## config.mk

```make
export PLATFORM = sky130hd
export DESIGN_NAME = regbank_arbiter_flat
export DESIGN_NICKNAME = d
export VERILOG_FILES = /design/src/rtl/regbank_arbiter_if.sv /design/src/rtl/regbank_arbiter.sv /design/src/flat_wrapper.sv
export SDC_FILE = /design/constraint.sdc
export NUM_CORES = 1
export LEC_CHECK = 0
export ABC_AREA = 1
export BUFFER_PORTS_ARGS = -buffer_cell sky130_fd_sc_hd__buf_2
export CELL_PAD_IN_SITES_DETAIL_PLACEMENT = 2
export CELL_PAD_IN_SITES_GLOBAL_PLACEMENT = 2
export CORE_MARGIN = 3
export CORE_UTILIZATION = 24
export DETAILED_ROUTE_END_ITERATION = 10
export PLACE_DENSITY = 0.78
export SETUP_SLACK_MARGIN = 0.05
export SYNTH_ARGS = -nofsm -noshare
export SYNTH_HDL_FRONTEND = slang
export SYNTH_SLANG_ARGS = --single-unit
export TNS_END_PERCENT = 50
```

## constraint.sdc

```tcl
create_clock -name clk -period 2.6 [get_ports clk]
set_clock_uncertainty 0.05 [all_clocks]
set_input_delay 0.39 -clock clk [delete_from_list [all_inputs] [get_ports clk]]
set_output_delay 0.39 -clock clk [all_outputs]
set_load 0.01 [all_outputs]
```

## src/rtl/regbank_arbiter_if.sv

```systemverilog
// Requester-side and bank-side signal bundle for regbank_arbiter.
interface regbank_arbiter_if #(
  parameter int unsigned NUM_REQ = 4,
  parameter int unsigned ADDR_W  = 4,
  parameter int unsigned DATA_W  = 16
);
  // Requester command and completion signals
  logic [NUM_REQ-1:0]        req_valid;
  logic [NUM_REQ-1:0]        req_write;
  logic [NUM_REQ*ADDR_W-1:0] req_addr;
  logic [NUM_REQ*DATA_W-1:0] req_wdata;
  logic [NUM_REQ-1:0]        req_ready;
  logic [NUM_REQ-1:0]        rsp_valid;
  logic [DATA_W-1:0]         rsp_rdata;
  logic                      busy;

  // Single-port register bank signals
  logic                      bank_write_en;
  logic                      bank_read_en;
  logic [ADDR_W-1:0]         bank_addr;
  logic [DATA_W-1:0]         bank_data_in;
  logic [DATA_W-1:0]         bank_data_out;

  // Arbiter side
  modport slave (
    input  req_valid, req_write, req_addr, req_wdata, bank_data_out,
    output req_ready, rsp_valid, rsp_rdata, busy,
           bank_write_en, bank_read_en, bank_addr, bank_data_in
  );

  // Requester / bank side
  modport master (
    output req_valid, req_write, req_addr, req_wdata, bank_data_out,
    input  req_ready, rsp_valid, rsp_rdata, busy,
           bank_write_en, bank_read_en, bank_addr, bank_data_in
  );
endinterface

```

## src/rtl/regbank_arbiter.sv

```systemverilog
// Round-robin arbiter sequencing one command at a time onto a shared single-port register bank.
module regbank_arbiter #(
  parameter int unsigned NUM_REQ    = 4,
  parameter int unsigned ADDR_W     = 4,
  parameter int unsigned DATA_W     = 16,
  parameter int unsigned RD_LATENCY = 1
) (
  input  logic              clk,
  input  logic              rst,
  regbank_arbiter_if.slave  bus
);
  localparam int unsigned IDX_W = (NUM_REQ > 1) ? $clog2(NUM_REQ) : 1;
  localparam int unsigned CNT_W = (RD_LATENCY > 1) ? $clog2(RD_LATENCY) : 1;

  typedef enum logic [1:0] {S_IDLE, S_ISSUE, S_WAIT, S_RESP} state_t;

  state_t              r_state, w_state_nxt;
  logic [IDX_W-1:0]    r_gnt, w_gnt_nxt;
  logic [IDX_W-1:0]    r_last, w_last_nxt;
  logic                r_write, w_write_nxt;
  logic [ADDR_W-1:0]   r_addr, w_addr_nxt;
  logic [DATA_W-1:0]   r_wdata, w_wdata_nxt;
  logic [CNT_W-1:0]    r_cnt, w_cnt_nxt;

  logic [NUM_REQ-1:0]  r_rsp_valid, w_rsp_valid_nxt;
  logic [DATA_W-1:0]   r_rsp_rdata, w_rsp_rdata_nxt;
  logic                r_busy, w_busy_nxt;
  logic                r_bank_we, w_bank_we_nxt;
  logic                r_bank_re, w_bank_re_nxt;
  logic [ADDR_W-1:0]   r_bank_addr, w_bank_addr_nxt;
  logic [DATA_W-1:0]   r_bank_din, w_bank_din_nxt;

  logic [NUM_REQ-1:0]  w_ready;
  logic                w_found;
  logic [IDX_W-1:0]    w_sel;

  // State register plus latched command and registered outputs
  always_ff @(posedge clk) begin
    if (rst) begin
      r_state     <= S_IDLE;
      r_gnt       <= '0;
      r_last      <= IDX_W'(NUM_REQ - 1);
      r_write     <= 1'b0;
      r_addr      <= '0;
      r_wdata     <= '0;
      r_cnt       <= '0;
      r_rsp_valid <= '0;
      r_rsp_rdata <= '0;
      r_busy      <= 1'b0;
      r_bank_we   <= 1'b0;
      r_bank_re   <= 1'b0;
      r_bank_addr <= '0;
      r_bank_din  <= '0;
    end else begin
      r_state     <= w_state_nxt;
      r_gnt       <= w_gnt_nxt;
      r_last      <= w_last_nxt;
      r_write     <= w_write_nxt;
      r_addr      <= w_addr_nxt;
      r_wdata     <= w_wdata_nxt;
      r_cnt       <= w_cnt_nxt;
      r_rsp_valid <= w_rsp_valid_nxt;
      r_rsp_rdata <= w_rsp_rdata_nxt;
      r_busy      <= w_busy_nxt;
      r_bank_we   <= w_bank_we_nxt;
      r_bank_re   <= w_bank_re_nxt;
      r_bank_addr <= w_bank_addr_nxt;
      r_bank_din  <= w_bank_din_nxt;
    end
  end

  // Round-robin pick, next-state sequencing and next values of the registered outputs
  always_comb begin
    int unsigned v_idx;
    int unsigned v_abase;
    int unsigned v_dbase;
    w_state_nxt     = r_state;
    w_gnt_nxt       = r_gnt;
    w_last_nxt      = r_last;
    w_write_nxt     = r_write;
    w_addr_nxt      = r_addr;
    w_wdata_nxt     = r_wdata;
    w_cnt_nxt       = r_cnt;
    w_ready         = '0;
    w_rsp_rdata_nxt = '0;
    w_found         = 1'b0;
    w_sel           = '0;
    v_idx           = 0;

    // First valid requester after the last one granted, wrapping around
    for (int unsigned k = 1; k <= NUM_REQ; k++) begin
      v_idx = (32'(r_last) + k) % NUM_REQ;
      if (!w_found && bus.req_valid[IDX_W'(v_idx)]) begin
        w_found = 1'b1;
        w_sel   = IDX_W'(v_idx);
      end
    end
    v_abase = 32'(w_sel) * ADDR_W;
    v_dbase = 32'(w_sel) * DATA_W;

    case (r_state)
      S_IDLE: begin
        if (w_found && !rst) begin
          w_ready[w_sel] = 1'b1;
          w_gnt_nxt      = w_sel;
          w_last_nxt     = w_sel;
          w_write_nxt    = bus.req_write[w_sel];
          w_addr_nxt     = bus.req_addr[v_abase +: ADDR_W];
          w_wdata_nxt    = bus.req_wdata[v_dbase +: DATA_W];
          w_state_nxt    = S_ISSUE;
        end
      end
      S_ISSUE: begin
        w_cnt_nxt   = CNT_W'(RD_LATENCY - 1);
        w_state_nxt = r_write ? S_RESP : S_WAIT;
      end
      S_WAIT: begin
        if (r_cnt == '0) begin
          w_rsp_rdata_nxt = bus.bank_data_out;
          w_state_nxt     = S_RESP;
        end else begin
          w_cnt_nxt = r_cnt - CNT_W'(1);
        end
      end
      S_RESP: begin
        w_state_nxt = S_IDLE;
      end
      default: begin
        w_state_nxt = S_IDLE;
      end
    endcase

    w_busy_nxt      = (w_state_nxt != S_IDLE);
    w_bank_we_nxt   = (w_state_nxt == S_ISSUE) && w_write_nxt;
    w_bank_re_nxt   = (w_state_nxt == S_ISSUE) && !w_write_nxt;
    w_bank_addr_nxt = w_busy_nxt ? w_addr_nxt : '0;
    w_bank_din_nxt  = w_busy_nxt ? w_wdata_nxt : '0;
    w_rsp_valid_nxt = (w_state_nxt == S_RESP) ?
                      ({{(NUM_REQ-1){1'b0}}, 1'b1} << w_gnt_nxt) : '0;
  end

  assign bus.req_ready     = w_ready;
  assign bus.rsp_valid     = r_rsp_valid;
  assign bus.rsp_rdata     = r_rsp_rdata;
  assign bus.busy          = r_busy;
  assign bus.bank_write_en = r_bank_we;
  assign bus.bank_read_en  = r_bank_re;
  assign bus.bank_addr     = r_bank_addr;
  assign bus.bank_data_in  = r_bank_din;
endmodule
```

## src/flat_wrapper.sv

```systemverilog
// flat-port wrapper written by rule: the top's interface ports become plain ports
module regbank_arbiter_flat 
#(
  parameter int unsigned NUM_REQ    = 4,
  parameter int unsigned ADDR_W     = 4,
  parameter int unsigned DATA_W     = 16,
  parameter int unsigned RD_LATENCY = 1
)
  (clk, rst, bus_req_valid, bus_req_write, bus_req_addr, bus_req_wdata, bus_bank_data_out, bus_req_ready, bus_rsp_valid, bus_rsp_rdata, bus_busy, bus_bank_write_en, bus_bank_read_en, bus_bank_addr, bus_bank_data_in);
  regbank_arbiter_if #(.NUM_REQ(NUM_REQ), .ADDR_W(ADDR_W), .DATA_W(DATA_W)) bus_i ();
  input  logic clk;
  input  logic rst;
  input wire logic [$bits(bus_i.req_valid)-1:0] bus_req_valid;
  input wire logic [$bits(bus_i.req_write)-1:0] bus_req_write;
  input wire logic [$bits(bus_i.req_addr)-1:0] bus_req_addr;
  input wire logic [$bits(bus_i.req_wdata)-1:0] bus_req_wdata;
  input wire logic [$bits(bus_i.bank_data_out)-1:0] bus_bank_data_out;
  output wire logic [$bits(bus_i.req_ready)-1:0] bus_req_ready;
  output wire logic [$bits(bus_i.rsp_valid)-1:0] bus_rsp_valid;
  output wire logic [$bits(bus_i.rsp_rdata)-1:0] bus_rsp_rdata;
  output wire logic [$bits(bus_i.busy)-1:0] bus_busy;
  output wire logic [$bits(bus_i.bank_write_en)-1:0] bus_bank_write_en;
  output wire logic [$bits(bus_i.bank_read_en)-1:0] bus_bank_read_en;
  output wire logic [$bits(bus_i.bank_addr)-1:0] bus_bank_addr;
  output wire logic [$bits(bus_i.bank_data_in)-1:0] bus_bank_data_in;
  assign bus_i.req_valid = bus_req_valid;
  assign bus_i.req_write = bus_req_write;
  assign bus_i.req_addr = bus_req_addr;
  assign bus_i.req_wdata = bus_req_wdata;
  assign bus_i.bank_data_out = bus_bank_data_out;
  assign bus_req_ready = bus_i.req_ready;
  assign bus_rsp_valid = bus_i.rsp_valid;
  assign bus_rsp_rdata = bus_i.rsp_rdata;
  assign bus_busy = bus_i.busy;
  assign bus_bank_write_en = bus_i.bank_write_en;
  assign bus_bank_read_en = bus_i.bank_read_en;
  assign bus_bank_addr = bus_i.bank_addr;
  assign bus_bank_data_in = bus_i.bank_data_in;
  regbank_arbiter #(.NUM_REQ(NUM_REQ), .ADDR_W(ADDR_W), .DATA_W(DATA_W), .RD_LATENCY(RD_LATENCY)) u_core (.clk(clk), .rst(rst), .bus(bus_i));
endmodule
```

======== After elaboration in Yosys (flattened, before gate mapping) ========
Cells that the tools add are included.
cells by class
  add/sub/neg operators ................... 5
  magnitude comparators ................... 6
  equal/unequal tests ..................... 5
  shift operators ......................... 3
  multiplexer cells ....................... 36
  bitwise logic cells ..................... 3
  reduce and logical (&&, ||, !) cells .... 19
operator list
  operator             count
  $shiftx 64x7->16     1
  $mux 16              2
  $mux 2               8
  $mux 4               4
  $shiftx 16x5->4      1
  $lt 2x3->1 const B   5
  $mux 1               14
  $bmux 1 s2           5
  $pmux 2 s4           1
  $logic_and 1x1->1    7
  $eq 2x2->1 const B   3
  $logic_not 1->1      5
  $add 2x1->2 const B  2
  $add 2x2->2 const B  2
  $eq 2x1->1 const B   2
  $reduce_bool 2->1    2
  $reduce_or 2->1      2
  $shl 1x2->4 const A  1
  $not 1->1            3
  $reduce_or 3->1      1
  $demux 1 s2          1
  $ge 2x1->1 const B   1
  $logic_not 2->1      1
  $pmux 1 s2           1
  other kinds (2)      2
word-level totals
  flip-flop bits (word level) ............. 71
  bits of input ports ..................... 106
  logic and storage cells ................. 91

======== Logic depth before layout (Yosys ltp) ========
Gate-level depths: netlist (run 1).
  word-level depth ........................ 19
  depth in mapped cells ................... 19

======== Least setup slack after synthesis (run 1) ========
No wires, ideal clock.
  path kind ............................... reg2out
  from .................................... register u_core.r_last[0]
  to ...................................... output port bus_req_ready[3]
  arrival ................................. 1.714 ns
  required time ........................... 2.160 ns
  slack ................................... 0.446 ns
  cell stages (with the launch flop) ...... 14
  path buffers ............................ 3
  cell sequence ........................... dfxtp_1 buf_6 inv_8 nand2_2 nand2_2 nand2_1 o21a_1 nand3_2 nand2_2 inv_2 nand2_4 buf_8 buf_4 nor3_1
on the way
  longest elaborated chain between the ends .. 19
  elaborated cells on any way between the ends .. 34
  classes of those cells .................. 4 x add/sub; 2 x order compare; 20 x mux; 8 x reduce/logical
ends and longest elaborated chain
  what                                                            RTL line                RTL
  from (decl)                                                     regbank_arbiter.sv:19   logic [IDX_W-1:0] r_last, w_last_nxt;
  from (signal assigned)                                          regbank_arbiter.sv:42   r_last <= IDX_W'(NUM_REQ - 1);
  from (signal assigned)                                          regbank_arbiter.sv:57   r_last <= w_last_nxt;
  $add 2x1->2                                                     regbank_arbiter.sv:92   v_idx = (32'(r_last) + k) % NUM_REQ;
  $bmux 1 s2                                                      regbank_arbiter.sv:93   if (!w_found && bus.req_valid[IDX_W'(v_idx)]) begin
  $mux 1 (implied by the code)                                    regbank_arbiter.sv:93
  $mux 1                                                          regbank_arbiter.sv:93
  $logic_not 1->1                                                 regbank_arbiter.sv:93
  $logic_and 1x1->1                                               regbank_arbiter.sv:93
  $mux 1                                                          regbank_arbiter.sv:93
  $logic_not 1->1                                                 regbank_arbiter.sv:93
  [3 not listed]                                                  --
  $logic_and 1x1->1                                               regbank_arbiter.sv:93
  $mux 2                                                          regbank_arbiter.sv:93
  $lt 2x3->1 (implied by the code) or $ge 2x1->1 (tied branches)  regbank_arbiter.sv:104  w_ready[w_sel] = 1'b1;
  $logic_and 1x1->1 (implied by the code)                         regbank_arbiter.sv:104
  $mux 1 (implied by the code)                                    regbank_arbiter.sv:104
  $demux 1 s2                                                     --
  $mux 4 (*)                                                      regbank_arbiter.sv:103  if (w_found && !rst) begin
  $mux 4 (*)                                                      regbank_arbiter.sv:101  case (r_state)
  to (decl)                                                       flat_wrapper.sv:18      output wire logic [$bits(bus_i.req_ready)-1:0] bus_req_ready;
Mark *: on every way between the ends. The rest lies on a longest branch, timed or not. The select of a mux whose other input is x is not followed.

======== Final worst setup path (run 1) ========
Same ends and word-level chain as after synthesis.

==> metrics.log, run 1 <==
INFO  metric static-leakage-power = 3.067 nW
INFO  metric synthesized_netlist_cell_count = 529
INFO  metric via_count_of_the_first_global_routing_pass = 4444
INFO  metric synth_edf_count = 0
INFO  metric syn-cell-area = about 3600 um^2
INFO  metric finalSetupViolations = 0
INFO  metric critPathArrivalTime = 2.12 ns
INFO  metric ys_top_cells_by_area = dfxtp_1, nand2_1, inv_1
INFO  metric clkSinkCount = 70
INFO  metric critPathRequiredTime = 2.16 ns
INFO  metric die-height = between 100 and 150 um
INFO  metric finish.net_count = 810
INFO  metric fin_crit_sh = 98.65%
INFO  metric regToRegStartpoint = u_core.r_last[0]
INFO  metric drt_pass1_iterations = 4
INFO  metric synth.ff_latch_count = 70
INFO  metric syn_area_per_cell = 6.817 um^2
INFO  metric synth.largest_area_cell = dfxtp_1
INFO  metric timing.fmax = 389.9 MHz
INFO  metric timing.critical_path.slowest_cell_delay = 0.42 ns
INFO  metric post-synth-top-area-fraction = 38.86%
INFO  metric timing.setup.tns = 0 ns
INFO  metric routed_wirelength = 14.60 mm
INFO  metric syn_to_final_growth = 42.33%
INFO  metric worstHoldStart = bus_bank_data_out[13]
INFO  metric grt_remaining_overflow = 0
INFO  metric worst_hold_path_type = input port to register
INFO  metric cts-htree-levels = 3
INFO  metric die_outline_area = around 17000 um^2
INFO  metric finalHoldViolations = 0
INFO  metric synth_nets = 639
INFO  metric grt_max_degree = 43
INFO  metric max_cap_viol_count = 0
INFO  metric critical_path.startpoint = u_core.r_last[0]
INFO  metric fp.dieW = roughly 130 um
INFO  metric dr_total_vias = 3895
INFO  metric final_gp_congestion = 0.8101
INFO  metric power.density = 1466 nW/um^2
INFO  metric ir_drop = 0.0006442 V
INFO  metric viasPerCell = between 4 and 5
INFO  metric unrepaired_setup_endpoints_after_global_routing = yes
INFO  metric global_route_wire_length_before_repair = 21.94 mm
INFO  metric ys_seq_area_share = about two fifths
INFO  metric port-buffer-count = between 150 and 200
INFO  metric core.rowCount = 44
INFO  metric slowest_stage = dfxtp_4
INFO  metric detail-route-antenna-nets = 0
INFO  metric tritoncts = built
INFO  metric end_kind = output port
INFO  metric timing.final.crit_period = 2.565 ns
INFO  metric antenna_found_initial = 0
INFO  metric synth_top_flop_cell = dfxtp_1
INFO  metric yosysWarningCount = 0
INFO  metric synth.distinct_cells = 33
INFO  metric core-area = roughly 15000 um^2
INFO  metric critPathMaxFanout = 10
INFO  metric fraction_of_layout_instances_using_a_drive_strength_above_1 = 38.87%
INFO  metric max_slew.worst_pin.slew = ~0.84 ns
INFO  metric timing.setup.critical_path_class = register to output port
INFO  metric maxSlewViolCount = 0
INFO  metric wl_per_cell = 16.43 um
INFO  metric n_antenna_cell = 0
INFO  metric post-layout-total-power = approximately 7.5 mW
INFO  metric cts.clk_slew.worst_paths = 0.06 ns
INFO  metric grt_util_all_layers = about 17%
INFO  metric clock_latency_at_the_later_pin_of_the_worst_skew_pair = 0.34 ns
INFO  metric cp_cell_sequence = inv_8 > nand2_2 > nand2_2 > nand2_1 > nand2_2 > nand2_1 > nand2_1 > nor2_2 > nand2_4 > nand2_4 > inv_8 > nor3_4 > buf_2
INFO  metric drc_errors = 0
INFO  metric asyncSetResetFlopFracSynth = 0%
INFO  metric final.hold.worst_slack = 0.2124 ns
INFO  metric detail_route.iter0.violations = 109
INFO  metric cts_inserted_buffers = 9
INFO  metric critical_path.startpoint_type = register
INFO  metric result_of_the_run = finished clean
INFO  metric hpwlAfterDp = roughly 10 mm
INFO  metric max-slew-margin-rel = 44.02%
INFO  metric number_of_i_o_pins = 153
INFO  metric clock_tree.buffer_depth = 2
INFO  metric cts-root-buf = clkbuf_16
INFO  metric initial_utilization = 24.72%
flip-flops by register name, indices dropped and copies added, names as in the netlist, 4 cells and up:
register and cells:
u_core.bus.bank_data_in 16, u_core.bus.rsp_rdata 16, u_core.r_wdata 16, u_core.bus.bank_addr 4, u_core.bus.rsp_valid 4, u_core.r_addr 4
power breakdown:
group          switching (mW)  internal [mW]  total [mW]
logic                    2.90           1.54        4.45
clock network           0.488          0.961        1.45
registers               0.154           1.48        1.63
total                    3.54           3.98        7.53
cell usage in the layout (no fill, tap or decap), types with 3 or more instances in the layout:
cell type	Yosys	layout
nand2_1	190	175
clkbuf_16	0	9
nand2_4	2	6
inv_1	79	78
ha_1	4	4
nand3b_1	7	7
bufinv_16	0	3
nor2_2	2	3
nand2_2	19	29
nand3_2	13	12
inv_2	5	3
dfxtp_1	70	68
a21oi_1	3	3
buf_4	4	27
nand3_1	49	48
or2_2	6	6
buf_2	7	152
nor2_1	43	42
synth_stat cells (all sizes together) (2+ instances only):
| cell | count |
|---|---|
| a21oi | 4 |
| a31oi | 2 |
| buf | 19 |
| clkbuf | 2 |
| dfxtp | 70 |
| ha | 4 |
| inv | 85 |
| nand2 | 211 |
| nand3 | 62 |
| nand3b | 7 |
| nor2 | 48 |
| o21ai | 3 |
| or2 | 7 |
through the flow:
stage | util (%) | cell area [um^2] | setup WS [ns] | std cells
global placement | 30.81 | 4494 | 0.09991 | 852
floorplan | - | 3606 | 0.4462 | 529
detailed placement | 30.81 | 4494 | -0.04646 | 852
CTS | 33.70 | 4916 | 0.03854 | 873
global route | 35.18 | 5132 | -0.08362 | 889
finish | 35.18 | 5132 | 0.03509 | 889
worst max-delay path: cells and delay by family (launching register included):
kind                   cells  cell delay [ns]
buffers and inverters      3             0.28
flip-flops                 1             0.42
AND/OR/NAND/NOR           10             1.07
cells by family after synthesis:
family          share of synthesized area (%)
simple gates                            43.16
buf+inv                                 13.77
flops                                   38.86
compound gates                          2.811
fa+ha+maj                               1.388
path summary, 6_finish.rpt:
path	endpoint	cells after the start	slack (ns)
hold reg to reg	u_core.r_gnt[0]	2	0.48
setup / recovery	bus_req_ready[3]	13	0.04
setup reg to reg	u_core.bus.rsp_valid[0]	17	0.08
hold / removal	u_core.bus.rsp_rdata[13]	3	0.21
routing by layer:
layer | global-route usage, % | routed length, um | up-vias
li1 | - | - | 1920
met1 | 18.87 | 5941 | 1850
met2 | 31.66 | 7670 | 103
met3 | 3.861 | 694 | 22
met4 | 5.374 | 298 | 0
met5 | 0 | 0 | -
final cells by class:
| cell class | count | area (um^2) |
|---|---|---|
| Fill cell | 1729 | 9457 |
| Multi-Input combinational cell | 352 | 1817 |
| Sequential cell | 70 | 1409 |
| Timing Repair Buffer | 181 | 985.9 |
| Inverter | 86 | 342.8 |
| Clock buffer | 10 | 239.0 |
| Tap cell | 184 | 230.2 |
| Clock inverter | 6 | 108.9 |
what timing repair did:
action,CTS,global route
gates resized for setup,14,27
hold buffers,0,0
buffers inserted,5,16
pin swaps,1,15
endpoints found under the setup margin,28,22
(Power assumes the default switching activity.)
==> inputs of run 2 (changes only) <==
- RECOVER_POWER: default -> 100
==> run 2 against run 1 <==
Net effect:
- critical path depth stayed put
- critical endpoint unchanged
- utilization down 0.39 points
- combinational power down 1%
==> metrics.log, run 2 (synthesis results as in run 1) <==
INFO  metric timing.critical_path.slowest_cell_delay = 0.42 ns (about the same)
INFO  metric result_of_the_run = finished clean
INFO  metric worst-path-buf-inv = 3 (unchanged)
INFO  metric fp.dieW = 128.6 um (unchanged)
INFO  metric critical_path.startpoint = u_core.r_last[0]
INFO  metric detail-route-antenna-nets = 0 (unchanged)
INFO  metric number_of_i_o_pins = 153 (unchanged)
INFO  metric final.hold.worst_slack = 0.2121 ns (-0.0003430 ns)
INFO  metric slowest_stage = dfxtp_4
INFO  metric critPathTopFamily = simple AND/OR/NAND/NOR gates
INFO  metric cts.clk_slew.worst_paths = 0.06 ns (about the same)
INFO  metric end_kind = output port
INFO  metric power.density = 1473 nW/um^2 (+0.45%)
INFO  metric max-slew-margin-rel = 39.09% (-4.9 points)
INFO  metric static-leakage-power = 2.883 nW (-6.0%)
INFO  metric cts-root-buf = clkbuf_16
INFO  metric cts-htree-levels = 3 (unchanged)
INFO  metric regToRegStartpoint = u_core.r_last[0]
INFO  metric worstRegToRegCells = 17 (unchanged)
INFO  metric post-layout-total-power = 7.475 mW (-0.68%)
INFO  metric fin_crit_sh = 98.99% (+0.34 points)
INFO  metric grt_remaining_overflow = 0 (unchanged)
INFO  metric drt_pass1_iterations = 4 (unchanged)
INFO  metric clock_latency_at_the_later_pin_of_the_worst_skew_pair = 0.34 ns (about the same)
INFO  metric ir_drop = 0.0006638 V (+3.0%)
INFO  metric critical_path.startpoint_type = register
INFO  metric dr_total_vias = 3907 (+0.31%)
INFO  metric timing.fmax = 388.5 MHz (-0.35%)
INFO  metric finalHoldViolations = 0 (unchanged)
INFO  metric hpwlAfterDp = 10.19 mm (unchanged)
INFO  metric critPathArrivalTime = 2.13 ns (about the same)
INFO  metric layout_common_cells = nand2_1, buf_2, inv_1, dfxtp_1, nand3_1
INFO  metric cp_cell_sequence = inv_8 > nand2_2 > nand2_2 > nand2_1 > nand2_2 > nand2_1 > nand2_1 > nor2_2 > nand2_4 > nand2_4 > inv_8 > nor3_4 > buf_2
INFO  metric clock_tree.buffer_depth = 2 (unchanged)
INFO  metric global_route_wire_length_before_repair = 21.94 mm (unchanged)
INFO  metric viasPerCell = 4.395 (+0.31%)
INFO  metric worstSetupPathDepth = 13 (unchanged)
INFO  metric core-area = 14590 um^2 (unchanged)
INFO  metric critPathMaxFanout = 10 (unchanged)
INFO  metric unrepaired_setup_endpoints_after_global_routing = yes
INFO  metric die_outline_area = 16530 um^2 (unchanged)
INFO  metric n_antenna_cell = 0 (unchanged)
INFO  metric cts_inserted_buffers = 9 (unchanged)
INFO  metric grt_util_all_layers = 16.91% (unchanged)
INFO  metric finish.net_count = 810 (unchanged)
INFO  metric crit-reg2reg-capture = u_core.bus.rsp_valid[0]
INFO  metric port-buffer-count = 152 (unchanged)
INFO  metric grt_max_degree = 43 (unchanged)
INFO  metric timing.setup.tns = 0 ns (unchanged)
INFO  metric wl_per_cell = 16.42 um (about the same)
INFO  metric timing.final.crit_period = 2.574 ns (+0.008921 ns)
INFO  metric tritoncts = built
INFO  metric antenna_found_initial = 0 (unchanged)
INFO  metric max_cap_viol_count = 0 (unchanged)
INFO  metric final_core_util = 34.79% (-0.39 points)
INFO  metric clkSinkCount = 70 (unchanged)
INFO  metric via_count_of_the_first_global_routing_pass = 4444 (unchanged)
INFO  metric worst_hold_path_type = input port to register
INFO  metric max_slew.worst_pin.slew = 0.9136 ns (+0.07404 ns)
INFO  metric fraction_of_layout_instances_using_a_drive_strength_above_1 = 32.62% (-6.2 points)
INFO  metric cp-endpoint = bus_req_ready[3]
INFO  metric timing.setup.critical_path_class = register to output port
INFO  metric detail_route.iter0.violations = 119 (+9.2%)
INFO  metric core.rowCount = 44 (unchanged)
INFO  metric critPathRequiredTime = 2.16 ns (about the same)
INFO  metric drc_errors = 0 (unchanged)
INFO  metric finalSetupViolations = 0 (unchanged)
INFO  metric maxSlewViolCount = 0 (unchanged)
INFO  metric final_gp_congestion = 0.8101 (unchanged)
INFO  metric die-height = 128.6 um (unchanged)
INFO  metric routed_wirelength = 14.60 mm (about the same)
INFO  metric layout.cells.most_common = nand2_1
INFO  metric regToRegSetupSlack = 0.08 ns (about the same)
INFO  metric initial_utilization = 24.72% (unchanged)
INFO  metric syn_to_final_growth = 40.74%
## run 2: changes by cell type in the layout (fill, tap and decap cells not counted)
cell / before / now
clkbuf_1: 0 / 44
buf_4: 27 / 26
buf_2: 152 / 109
## run 2: how the worst min path moves through the flow
| stage | from | end | cells after the start |
|---|---|---|---|
| 3_5_place_dp | u_core.r_gnt[0] | u_core.r_gnt[0] | 2 |
| 6_report | bus_bank_data_out[13] | u_core.bus.rsp_rdata[13] | 3 |
| 2_1_floorplan | u_core.r_gnt[0] | u_core.r_gnt[0] | 2 |
| 4_1_cts | bus_bank_data_out[9] | u_core.bus.rsp_rdata[9] | 3 |
| 5_1_grt | bus_bank_data_out[13] | u_core.bus.rsp_rdata[13] | 3 |
| 3_3_place_gp | u_core.r_gnt[0] | u_core.r_gnt[0] | 2 |
## run 2: tightest hold or removal path: cells and delay by family
| family | cells | cell delay (ns) |
|---|---|---|
| buffers and inverters | 2 | 0.13 |
| and+or+nand+nor | 1 | 0.03 |
## run 2: stage by stage
stage,area [um^2],setup slack (ns),cells
after floorplan,3606,0.4462,529
after detailed placement,4494,-0.04646,852
after CTS,4916,0.03854,873
after global routing,5075,-0.08362,889
final,5075,0.02616,889
after global placement,4494,0.09991,852
## run 2: what timing repair did
item,4_1_cts,5_1_grt
hold buffers,0,0
setup buffers,5,16
endpoints found under the setup margin,28,22
pin swaps,1,15
resized for setup,14,27
## run 2: metal layers
metal	part of all wire, %	GRT usage, %	wire length, um	vias to the layer above
met2	53	31.66	7677	107
met4	2.1	5.374	300	0
met1	40	18.87	5894	1857
met5	0	0	0	-
met3	5.0	3.861	727	22
li1	-	-	-	1921
## run 2: area by class of cell
type                    instances  area [um^2]
flip-flops and latches         70         1409
fillers                      1751         9514
inverters                      86        342.8
multi-input cells             352         1817
clock inverters                 6        108.9
well taps                     184        230.2
clock buffers                  10        239.0
repair buffers                181        928.4
## run 2: where the power goes
part           total (mW)  internal [mW]  switching, mW
Clock                1.45          0.961          0.487
Sequential           1.64           1.48          0.161
Combinational        4.39           1.49           2.90
==> inputs of run 3 (changes only) <==
- CORE_ASPECT_RATIO: default -> 0.5
==> run 3 against run 2 <==
Net effect:
- setup slack worse by 0.0086 ns
- count of clock-buffer cells in the layout rose by 2
- first-iteration DRC count is 18% lower
- sequential power hardly changed
- register-to-register slack improved by 0.13 ns
- sequential share of layout area is 0.33 points higher
- clock power is 9% lower
- worst hold slack improved by 0.013 ns
- highest routed layer is now met5
- via count fell by 1.0%
- total power fell by 3.6%
- flip-flop and latch count did not move
- fmax is 0.33% lower
- critical endpoint unchanged
==> metrics.log, run 3 (synthesis results as in run 1) <==
INFO  metric result_of_the_run = finished clean
INFO  metric timing.setup.tns = 0 ns (unchanged)
INFO  metric routed_wirelength = 14.05 mm (-3.8%)
INFO  metric die-height = 92.68 um (-28%)
INFO  metric drt_pass1_iterations = 4 (unchanged)
INFO  metric dr_total_vias = 3868 (-1.0%)
INFO  metric critPathArrivalTime = 2.14 ns (about the same)
INFO  metric timing.setup.critical_path_class = register to output port
INFO  metric end_kind = output port
INFO  metric critPathMaxFanout = 7 (-3)
INFO  metric core.rowCount = 30 (-32%)
INFO  metric port-buffer-count = 152 (unchanged)
INFO  metric cts.clk_slew.worst_paths = 0.06 ns (about the same)
INFO  metric fraction_of_layout_instances_using_a_drive_strength_above_1 = 31.28% (-1.3 points)
INFO  metric tritoncts = built
INFO  metric critical_path.startpoint_type = register
INFO  metric grt_util_all_layers = 16.40% (-0.51 points)
INFO  metric cts-hold-fix-buffers = 0 (unchanged)
INFO  metric clkSinkCount = 70 (unchanged)
INFO  metric clock_latency_at_the_later_pin_of_the_worst_skew_pair = 0.33 ns (about the same)
INFO  metric max_cap_viol_count = 0 (unchanged)
INFO  metric grt_remaining_overflow = 0 (unchanged)
INFO  metric worst_hold_path_type = input port to register
INFO  metric number_of_i_o_pins = 153 (unchanged)
INFO  metric critPathRequiredTime = 2.16 ns (about the same)
INFO  metric power.density = 1436 nW/um^2 (-2.5%)
INFO  metric clock_tree.buffer_depth = 2 (unchanged)
INFO  metric max-slew-margin-rel = 56.13% (+17 points)
INFO  metric final_core_util = 35.54% (+0.76 points)
INFO  metric fillers = 1760 (+0.51%)
INFO  metric detail_route.iter0.violations = 97 (-18%)
INFO  metric finalHoldViolations = 0 (unchanged)
INFO  metric hpwlAfterDp = 10.32 mm (+1.3%)
INFO  metric timing.final.crit_period = 2.582 ns (+0.008630 ns)
INFO  metric grt_max_degree = 29 (-33%)
INFO  metric timing.fmax = 387.2 MHz (-0.33%)
INFO  metric initial_utilization = 25.55% (+0.83 points)
INFO  metric antenna_found_initial = 1 (+1)
INFO  metric maxSlewViolCount = 0 (unchanged)
INFO  metric finish.net_count = 803 (-0.86%)
INFO  metric post-layout-total-power = 7.204 mW (-3.6%)
INFO  metric wl_per_cell = 15.80 um (-3.8%)
INFO  metric cts-htree-levels = 3 (unchanged)
INFO  metric die_outline_area = 16620 um^2 (+0.54%)
INFO  metric drc_errors = 0 (unchanged)
INFO  metric core-area = 14110 um^2 (-3.3%)
INFO  metric cts-root-buf = clkbuf_16
INFO  metric layout.cells.most_common = nand2_1
INFO  metric layout_common_cells = nand2_1, buf_2, inv_1, dfxtp_1, nand3_1
INFO  metric ir_drop = 0.0004439 V (-33%)
INFO  metric n_antenna_cell = 0 (unchanged)
INFO  metric via_count_of_the_first_global_routing_pass = 4221 (-5.0%)
INFO  metric viasPerCell = 4.351 (-1.0%)
INFO  metric fin_crit_sh = 99.33% (+0.33 points)
INFO  metric static-leakage-power = 2.836 nW (-1.7%)
INFO  metric max_slew.worst_pin.slew = 0.6581 ns (-0.2556 ns)
INFO  metric unrepaired_setup_endpoints_after_global_routing = yes
INFO  metric global_route_wire_length_before_repair = 21.47 mm (-2.1%)
INFO  metric final_gp_congestion = 0.7311 (-9.8%)
INFO  metric finalSetupViolations = 0 (unchanged)
INFO  metric fp.dieW = 179.4 um (+39%)
INFO  metric syn_to_final_growth = 39.10%
INFO  metric detail-route-antenna-nets = 0 (unchanged)
INFO  metric cts_inserted_buffers = 9 (unchanged)
[run 3: changes by cell type in the layout (fill, tap and decap cells not counted), sizes merged]
cell    change
buf         -9
clkbuf      +3
clkinv      -2
bufinv      -1
inv         +1
[run 3: through the flow]
| stage | hold WS, ns | area [um^2] | worst slack [ns] | std cells |
|---|---|---|---|---|
| 2_1_floorplan | 0.4308 | 3606 | 0.4462 | 529 |
| 3_3_place_gp | 0.4471 | 4546 | 0.2130 | 866 |
| 3_5_place_dp | 0.4829 | 4546 | 0.1489 | 866 |
| 4_1_cts | 0.2148 | 4892 | 0.03171 | 882 |
| 5_1_grt | 0.2199 | 5016 | -0.09035 | 889 |
| 6_report | 0.2250 | 5016 | 0.01753 | 889 |
[run 3: path summary, 6_finish.rpt]
| path | startpoint | to | slack (ns) | cells past startpoint |
|---|---|---|---|---|
| max | u_core.r_last[0] | bus_req_ready[3] | 0.02 | 13 |
| min | bus_bank_data_out[3] | u_core.bus.rsp_rdata[3] | 0.23 | 3 |
| max reg2reg | u_core.r_last[0] | u_core.r_wdata[2] | 0.21 | 17 |
| min reg2reg | u_core.r_wdata[4] | u_core.bus.bank_data_in[4] | 0.49 | 4 |
[run 3: per-layer routing]
layer | global-route usage [%] | vias to the layer above | wire length (um)
met4 | 2.763 | 2 | 92
met2 | 31.82 | 83 | 7474
li1 | - | 1907 | -
met1 | 18.61 | 1867 | 5874
met3 | 3.440 | 9 | 590
met5 | 0 | - | 13
[run 3: final cells by class]
type	count	area [um^2]	area share (%)
sequential	70	1409	28.09
inverter	86	350.3	6.984
multi-input combinational	352	1817	36.22
clock buffer	12	246.5	4.914
tap	192	240.2	4.789
timing repair buffer	173	878.3	17.51
clock inverter	3	68.82	1.372
timing repair inverter	1	6.256	0.1247
[run 3: what timing repair did]
action,CTS,global route
endpoints found under the setup margin,5,4
cloned,0,1
hold endpoints to repair,0,0
setup buffers,1,6
resized for setup,10,36
pin swaps,1,16
[run 3: worst max-delay path, cell delays in order, from the launching register on]
cell and delay [ns]:
dfxtp_4 0.43, buf_6 0.16, nand2_4 0.05, nand2_4 0.06, nand2_1 0.07, nand2_2 0.14, inv_2 0.08, nand3_4 0.09
nand2_2 0.08, inv_4 0.07, nand2_8 0.08, buf_8 0.13, nor3_1 0.20, buf_2 0.17
[run 3: power breakdown]
group	internal [mW]	switching (mW)	total (mW)
combinational	1.42	2.84	4.26
sequential	1.48	0.151	1.63
clock	0.863	0.454	1.32
total	3.76	3.44	7.20
